`src/rtl/run_control.sv`:
```
// Machine-clock controller for the SAP core: paired clken/clken_oop enables in
// auto, single-step, burst and hold modes, with a latched halt.
module run_control #(
    parameter int DIV_W  = 8,
    parameter int STEP_W = 8
) (
    input  logic              sysclk,
    input  logic              clear,
    input  logic              tick,
    input  logic [1:0]        mode,
    input  logic [DIV_W-1:0]  rate_div,
    input  logic              step_req,
    input  logic              start,
    input  logic [STEP_W-1:0] burst_len,
    input  logic              halt,
    output logic              clken,
    output logic              clken_oop,
    output logic              running,
    output logic              halted,
    output logic [STEP_W-1:0] steps_left
);

    typedef enum logic [1:0] {STOP, RUN_A, RUN_B, HALTED} state_t;

    localparam logic [1:0] MODE_AUTO  = 2'b00;
    localparam logic [1:0] MODE_STEP  = 2'b01;
    localparam logic [1:0] MODE_BURST = 2'b10;

    state_t            state;
    state_t            state_next;
    logic [DIV_W-1:0]  cnt;
    logic [DIV_W-1:0]  cnt_next;
    logic [STEP_W-1:0] steps_next;
    logic              clken_next;
    logic              oop_next;
    logic              bursting;

    assign bursting = (steps_left != '0);

    always_ff @(posedge sysclk) begin
        if (clear) begin
            state      <= STOP;
            cnt        <= '0;
            steps_left <= '0;
            clken      <= 1'b0;
            clken_oop  <= 1'b0;
        end else begin
            state      <= state_next;
            cnt        <= cnt_next;
            steps_left <= steps_next;
            clken      <= clken_next;
            clken_oop  <= oop_next;
        end
    end

    assign running = (state == RUN_A) || (state == RUN_B);
    assign halted  = (state == HALTED);

    always_comb begin
        state_next = state;
        cnt_next   = cnt;
        steps_next = steps_left;
        clken_next = 1'b0;
        oop_next   = 1'b0;
        case (state)
            STOP: begin
                if (halt) begin
                    state_next = HALTED;
                end else if (mode == MODE_AUTO) begin
                    state_next = RUN_A;
                    cnt_next   = rate_div;
                end else if (mode == MODE_STEP && step_req) begin
                    clken_next = 1'b1;
                    state_next = RUN_B;
                    cnt_next   = rate_div;
                end else if (mode == MODE_BURST && start && burst_len != '0) begin
                    clken_next = 1'b1;
                    state_next = RUN_B;
                    cnt_next   = rate_div;
                    steps_next = burst_len;
                end
            end
            RUN_A: begin
                if (halt) begin
                    state_next = HALTED;
                    steps_next = '0;
                end else if (!bursting && mode != MODE_AUTO) begin
                    state_next = STOP;
                end else if (tick) begin
                    if (cnt == '0) begin
                        clken_next = 1'b1;
                        state_next = RUN_B;
                        cnt_next   = rate_div;
                    end else begin
                        cnt_next = cnt - DIV_W'(1);
                    end
                end
            end
            RUN_B: begin
                // Once clken has gone out, nothing may stop its clken_oop partner.
                if (tick) begin
                    if (cnt == '0) begin
                        oop_next = 1'b1;
                        if (bursting) begin
                            steps_next = steps_left - STEP_W'(1);
                        end
                        if (halt) begin
                            state_next = HALTED;
                            steps_next = '0;
                        end else if (steps_left == STEP_W'(1)) begin
                            state_next = STOP;
                        end else if (bursting || mode == MODE_AUTO) begin
                            state_next = RUN_A;
                            cnt_next   = rate_div;
                        end else begin
                            state_next = STOP;
                        end
                    end else begin
                        cnt_next = cnt - DIV_W'(1);
                    end
                end
            end
            HALTED: begin
                state_next = HALTED;
            end
            default: begin
                state_next = STOP;
            end
        endcase
    end

endmodule

```
`config.mk`:
```
export PLATFORM = sky130hd
export DESIGN_NAME = run_control
export DESIGN_NICKNAME = d
export VERILOG_FILES = /design/src/rtl/run_control.sv
export SDC_FILE = /design/constraint.sdc
export NUM_CORES = 1
export LEC_CHECK = 0
export BUFFER_PORTS_ARGS = -buffer_cell sky130_fd_sc_hd__buf_2
export CORE_UTILIZATION = 35
export DETAILED_ROUTE_END_ITERATION = 8
export SLEW_MARGIN = 20
export SYNTH_ARGS = -nofsm -noshare
export SYNTH_HDL_FRONTEND = slang
export SYNTH_SLANG_ARGS = --single-unit
```
`constraint.sdc`:
```
create_clock -name sysclk -period 2.95 [get_ports sysclk]
set_input_delay 0 -clock sysclk [delete_from_list [all_inputs] [get_ports sysclk]]
set_output_delay 0 -clock sysclk [all_outputs]
set_load 0.005 [all_outputs]
```
==> results of run 1 <==
layer usage:
metal  vias up  track usage
li1        835            -
met3         2       0.0233
met1       793        0.268
met4         0       0.0499
met2        42        0.287
met5         -            0
layout make-up:
cell class | count | area [um2] | area share
Inverter | 13 | 48.8 | 0.0264
Tap cell | 52 | 65.1 | 0.0352
Clock buffer | 4 | 55.1 | 0.0298
Sequential cell | 20 | 400 | 0.217
Timing Repair Buffer | 37 | 190 | 0.103
Multi-Input combinational cell | 154 | 1090 | 0.589
stage by stage:
step	worst slack [ps]	power [mW]	cell area (um2)	hold WS (ps)
6_report	309	2.06	1850	56.8
5_1_grt	93.3	2.24	1850	51.7
4_1_cts	347	2.06	1850	49.0
3_5_place_dp	391	1.83	1790	331
3_3_place_gp	330	1.85	1790	326
2_1_floorplan	825	1.52	1580	158
cell families after synthesis:
kind of cell / after synthesis
AO/OA/AOI/OAI: 72
AND/OR/NAND/NOR: 72
buffers and inverters: 23
flip-flops: 20
adder cells (fa/ha/maj): 9
XOR/XNOR: 1
critical path, stage by stage (launching register included):
cell and delay [ps]:
dfxtp_1 350, inv_1 120, ha_1 300, nor3b_1 500, nand3_1 170, o221ai_1 620, or2_2 340, o31ai_1 110
sequential cells by signal (all words and copies together), names as in the netlist:
name,count
clken_oop,1
cnt,8
state,2
clken,1
steps_left,8
layout by cell type, fill, tap and decap left out, types with 2 or more instances in the layout:
cell       synthesis  final
o32ai_2            2      2
nor4b_1            2      2
nor3_1            12     12
nor2b_1            2      2
a21oi_1           15     15
ha_1               9      9
o31ai_1            9      9
nor2_1            19     19
a32oi_1            3      3
o311ai_0           9      9
a2111oi_0          3      3
o211ai_1           2      2
a211oi_1           5      5
dfxtp_1           20     20
clkbuf_8           0      4
a211o_1            2      2
buf_2              2     35
or2_2              2      2
nor3b_1            4      4
o21ai_0            5      5
inv_1             13     13
buf_4              0      2
o21a_1             2      2
nand2_1           10     10
nor4_1             5      5
or3_1              2      2
nand3_1            3      3
final timing paths:
check             slack, ps                     to                        from  cells after the start
setup reg to reg        310    cnt[4]$_SDFFE_PP0P_  steps_left[0]$_SDFFE_PP0P_                      7
hold / removal           60   clken_oop$_SDFF_PP0_                        tick                      3
setup / recovery        310    cnt[4]$_SDFFE_PP0P_  steps_left[0]$_SDFFE_PP0P_                      7
hold reg to reg         530  state[0]$_SDFFE_PP0P_       state[0]$_SDFFE_PP0P_                      2
power by group:
part / leakage, nW / total, mW / switching [mW] / internal [mW]
Sequential: 0.164 / 0.528 / 0.153 / 0.375
Clock: 0.0288 / 0.212 / 0.0930 / 0.119
Combinational: 0.538 / 1.32 / 0.772 / 0.548
==> key figures, run 1 <==
Placement
  • Post-DP HPWL: 3260 um
  • I/O Buffers: 35
  • RD Place Congestion: 0.846
  • Cells after DPL: 276

Yosys
  • Top cell type's share of synthesized area: 0.253
  • Post-synth ARST share: 0
  • Count of warnings emitted by yosys: 0
  • Synth unique cells: 55
  • Number of synthesized flops with an enable pin: 0
  • Main combinational cell family by area after synthesis: compound AO/OA/AOI/OAI gates
  • Mux share of post-synthesis cell area: 0
  • Largest cells by area after synthesis: dfxtp_1 25%, ha_1 7.1%, o311ai_0 5.0%
  • Post-Synth Simple-Gate Area: 0.257
  • Post-synthesis area per instance: 8.04 um2
  • Synth Instances: 197
  • Synth Cell Area: 1580 um2
  • Leading area contributor after synthesis: dfxtp_1
  • Register area share after synthesis: 0.253
  • Main synth FF type: dfxtp_1
  • Number of synthesized register bits: 20
  • Commonest cells in the netlist: 20 x dfxtp_1, 19 x nor2_1, 15 x a21oi_1
  • Syn_nets: 230
  • Post-Synth XOR/XNOR Area: 0.00553
  • Post-synthesis compound-gate area fraction: 0.353
  • Adder-Cell Fraction of Synth Area: 0.0711
  • Top-count cell post-synth: dfxtp_1

Finish
  • Final core occ: 0.424
  • Area growth, synth to finish: 16.6%
  • Final Non-Filler Cells: 280
  • Ant. Diodes: 0
  • Filler instances: 450
  • Layout cells sized above 1: 0.232
  • Nets: 262

Drt
  • Drt pass-1 iters: 4
  • Max Used Layer: met4
  • Drt total wl: 4400 um
  • Routed length per instance: 15.7 um
  • Vias/cell: 5.97
  • Initial detailed-routing violation count: 136
  • M1 wire length: 2180 um
  • Met3 WL: 180 um
  • ANT nets after route: 0
  • Via count: 1,672
  • WL met2: 2020 um
  • Residual DRC: 0

Worst setup path
  • Kind of critical path: reg2reg
  • CP endpoint kind: flop
  • Crit start category: flop
  • Arr. time, crit path: 2770 ps
  • Required @ worst endpoint: 3080 ps
  • Worst Path Max Fanout: 9

Clocking
  • Clk_lat worst skew: 260 ps
  • TritonCTS clock tree: done
  • Clock Tree Buf Depth: 2
  • Hold_buf cts: 0
  • Clock Tree Root: clkbuf_8
  • PostCTS Resize Cnt: 0
  • Clock transition at the registers of the reported paths: 80 ps
  • CTS Buf Count: 3
  • H-tree levels: 1
  • Clock sink total: 20
  • Post-CTS setup buffers: 0

STA
  • Fin Clk Skew: 5.23 ps
  • Unrepaired setup endpoints after global routing: false
  • Actual slew at the worst max-slew pin: 726 ps
  • Setup TNS: 0 ps
  • Fin crit period: 2640 ps
  • Worst rel slew slack: 0.516
  • Fin. Hold Viols: 0
  • Fin. max-slew vios: 0
  • Final Setup Violations: 0
  • FMAX: 379 MHz
  • Tcrit/Tclk final: 0.895

Worst hold path
  • Hold Crit Class: in2reg

Pwr
  • Peak VDD IR: 0.000403 V
  • Leakage power: 0.731 nW
  • PwrDens: 1120 nW/um2

Global route
  • Initial antenna violation count: 0
  • Grt total ovfl: 0
  • First-pass GRT wire length: 7290 um
  • GR Util All Layers: 0.185
  • Vias in the first global route: 1,523
  • Largest net degree at the start of global routing: 21

Flow run
  • MaxCap Viol Count: 0

Floorplanning
  • Die Footprint: 4800 um2
  • Chip Height: 69.3 um
  • I/O pin count: 36
  • Rows: 24
  • Die X: 69.3 um
  • Initial core utilization: 0.364
  • Core ar.: 4350 um2

Run status
  • Outcome: finished clean
(Power assumes the default switching activity.)
==> inputs of run 2 (changes only) <==
- CORE_MARGIN: default -> 2
==> run 2 against run 1 <==
Net effect: clock power up 30%; global-route usage fell by 0.74 points; final cell count shrank 0.36%; sequential share of layout area decreased by 0.10 points; clock-buffer cell count fell by 1; final area is 0.47% higher; setup slack worse by 19 ps; core utilization is 0.20 points higher; critical path depth is the same; power up 1.5%; first-iteration DRC count is 13% lower; critical path type unchanged; largest power group unchanged.
==> key figures, run 2 (synthesis results as in run 1) <==
STA
  • Fin. max-slew vios: 0 (unchanged)
  • Unrepaired setup endpoints after global routing: false (unchanged)
  • Fin Clk Skew: 7.15 ps (was 5.23 ps)
  • Fin. Hold Viols: 0 (unchanged)
  • Worst rel slew slack: 0.515 (was 0.516)
  • Final Setup Violations: 0 (unchanged)
  • FMAX: 376 MHz (was 379 MHz)
  • Setup ws final: 289 ps (was 309 ps)
  • Setup TNS: 0 ps (unchanged)
  • Fin crit period: 2660 ps (was 2640 ps)
  • Tcrit/Tclk final: 0.902 (was 0.895)
  • Actual slew at the worst max-slew pin: 728 ps (was 726 ps)

Worst setup path
  • Kind of critical path: reg2reg (unchanged)
  • Crit start category: flop (unchanged)
  • R2R cell count: 7 (unchanged)
  • Crit-path slowest cell: o221ai_1 (unchanged)
  • Worst Path Max Fanout: 9 (unchanged)
  • Critical path startpoint: steps_left[0]$_SDFFE_PP0P_ (unchanged)
  • CP endpoint kind: flop (unchanged)
  • Arr. time, crit path: 2790 ps (was 2770 ps)
  • Max incr delay on CP: 620 ps (about the same)
  • R2r setup slk: 290 ps (was 310 ps)
  • Crit-path cells: inv_1 -> ha_1 -> nor3b_1 -> nand3_1 -> o221ai_1 -> or2_2 -> o31ai_1 (unchanged)
  • Required @ worst endpoint: 3080 ps (about the same)
  • CP Capture Point: cnt[3]$_SDFFE_PP0P_ (was cnt[4]$_SDFFE_PP0P_)
  • Reg2reg start: steps_left[0]$_SDFFE_PP0P_ (unchanged)
  • RR Endpoint: cnt[3]$_SDFFE_PP0P_ (was cnt[4]$_SDFFE_PP0P_)

Drt
  • ANT nets after route: 0 (unchanged)
  • Drt pass-1 iters: 4 (unchanged)
  • Residual DRC: 0 (unchanged)
  • Routed length per instance: 15.6 um (was 15.7 um)
  • Drt total wl: 4350 um (was 4400 um)
  • Initial detailed-routing violation count: 118 (was 136)
  • Via count: 1,625 (was 1,672)
  • Vias/cell: 5.82 (was 5.97)

Clocking
  • Post-CTS setup buffers: 0 (unchanged)
  • Hold_buf cts: 0 (unchanged)
  • Clk_lat worst skew: 260 ps (about the same)
  • Clock sink total: 20 (unchanged)
  • H-tree levels: 1 (unchanged)
  • PostCTS Resize Cnt: 0 (unchanged)
  • Clock transition at the registers of the reported paths: 80 ps (about the same)
  • CTS Buf Count: 3 (unchanged)
  • Clock Tree Root: clkbuf_8 (unchanged)
  • Clock Tree Buf Depth: 2 (unchanged)
  • TritonCTS clock tree: done (unchanged)

Floorplanning
  • Core ar.: 4350 um2 (unchanged)
  • Chip Height: 71.3 um (was 69.3 um)
  • Rows: 24 (unchanged)
  • Die Footprint: 5080 um2 (was 4800 um2)
  • I/O pin count: 36 (unchanged)
  • Die X: 71.3 um (was 69.3 um)
  • Initial core utilization: 0.364 (unchanged)

Run status
  • Outcome: finished clean (unchanged)

Finish
  • Final core occ: 0.426 (was 0.424)
  • Multi-input logic area: 1090 um2 (unchanged)
  • Top flop regs: cnt (8), steps_left (8), state (2) (unchanged)
  • Nets: 261 (was 262)
  • Ant. Diodes: 0 (unchanged)
  • FF+latch area: 400 um2 (unchanged)
  • Layout cells sized above 1: 0.229 (was 0.232)
  • Most frequent cells in the layout: 35 x buf_2, 20 x dfxtp_1, 19 x nor2_1, 15 x a21oi_1, 13 x inv_1 (unchanged)
  • Final Non-Filler Cells: 279 (was 280)
  • Commonest non-fill, non-tap cell in the layout: buf_2 (unchanged)
  • Area growth, synth to finish: 17.1% (was 16.6%)
  • Filler instances: 437 (was 450)

Pwr
  • Leakage power: 0.733 nW (was 0.731 nW)
  • Peak VDD IR: 0.000369 V (was 0.000403 V)
  • PwrDens: 1130 nW/um2 (was 1120 nW/um2)

Worst hold path
  • Hold path cells: 3 (unchanged)
  • Hold Crit Class: in2reg (unchanged)

Global route
  • Largest net degree at the start of global routing: 21 (unchanged)
  • Initial antenna violation count: 0 (unchanged)
  • Grt total ovfl: 0 (unchanged)
  • Vias in the first global route: 1,582 (was 1,523)
  • GR Util All Layers: 0.177 (was 0.185)
  • First-pass GRT wire length: 7410 um (was 7290 um)

Placement
  • Cells after DPL: 275 (was 276)
  • Post-DP HPWL: 3270 um (was 3260 um)
  • RD Place Congestion: 0.832 (was 0.846)
  • I/O Buffers: 35 (unchanged)
  • Post-Place Worst Slack: 376 ps (was 391 ps)

Flow run
  • MaxCap Viol Count: 0 (unchanged)
-- run 2: routing by layer --
| layer | vias to the layer above | wire length, um | track usage |
|---|---|---|---|
| li1 | 832 | - | - |
| met1 | 737 | 2110 | 0.250 |
| met2 | 48 | 1940 | 0.269 |
| met3 | 8 | 231 | 0.0309 |
| met4 | 0 | 70 | 0.0713 |
| met5 | - | 0 | 0 |
-- run 2: area by class of cell --
| class | count | area share |
|---|---|---|
| Inverter | 13 | 0.0263 |
| Tap cell | 52 | 0.0351 |
| Clock inverter | 1 | 0.0162 |
| Timing Repair Buffer | 36 | 0.0984 |
| Clock buffer | 3 | 0.0223 |
| Multi-Input combinational cell | 154 | 0.586 |
| Sequential cell | 20 | 0.216 |
-- run 2: worst min-delay path by stage --
| stage | endpoint | from |
|---|---|---|
| 6_report | clken_oop$_SDFF_PP0_ | tick |
| 3_3_place_gp | clken_oop$_SDFF_PP0_ | tick |
| 2_1_floorplan | clken_oop$_SDFF_PP0_ | tick |
| 5_1_grt | clken_oop$_SDFF_PP0_ | tick |
| 4_1_cts | clken_oop$_SDFF_PP0_ | tick |
| 3_5_place_dp | clken_oop$_SDFF_PP0_ | tick |
-- run 2: worst max-delay path, delay by kind of cell, from the launching register on --
kind	cells	cell delay [ps]
adders and majority gates	1	290
DFF	1	350
buffers and inverters	1	130
AOI/OAI and AO/OA	2	720
and+or+nand+nor	3	1030
-- run 2: power by group --
part	total (mW)	internal, mW	switching [mW]
combinational	1.30	0.533	0.763
sequential	0.520	0.375	0.146
clock	0.275	0.181	0.0940
total	2.09	1.09	1.00
-- run 2: per-stage QoR --
stage	area, um2	total power, mW	hold slack [ps]
6_report	1860	2.09	55.3
5_1_grt	1860	2.30	63.1
4_1_cts	1860	2.09	57.1
3_5_place_dp	1780	1.81	335
3_3_place_gp	1780	1.83	329
2_1_floorplan	1580	1.52	158
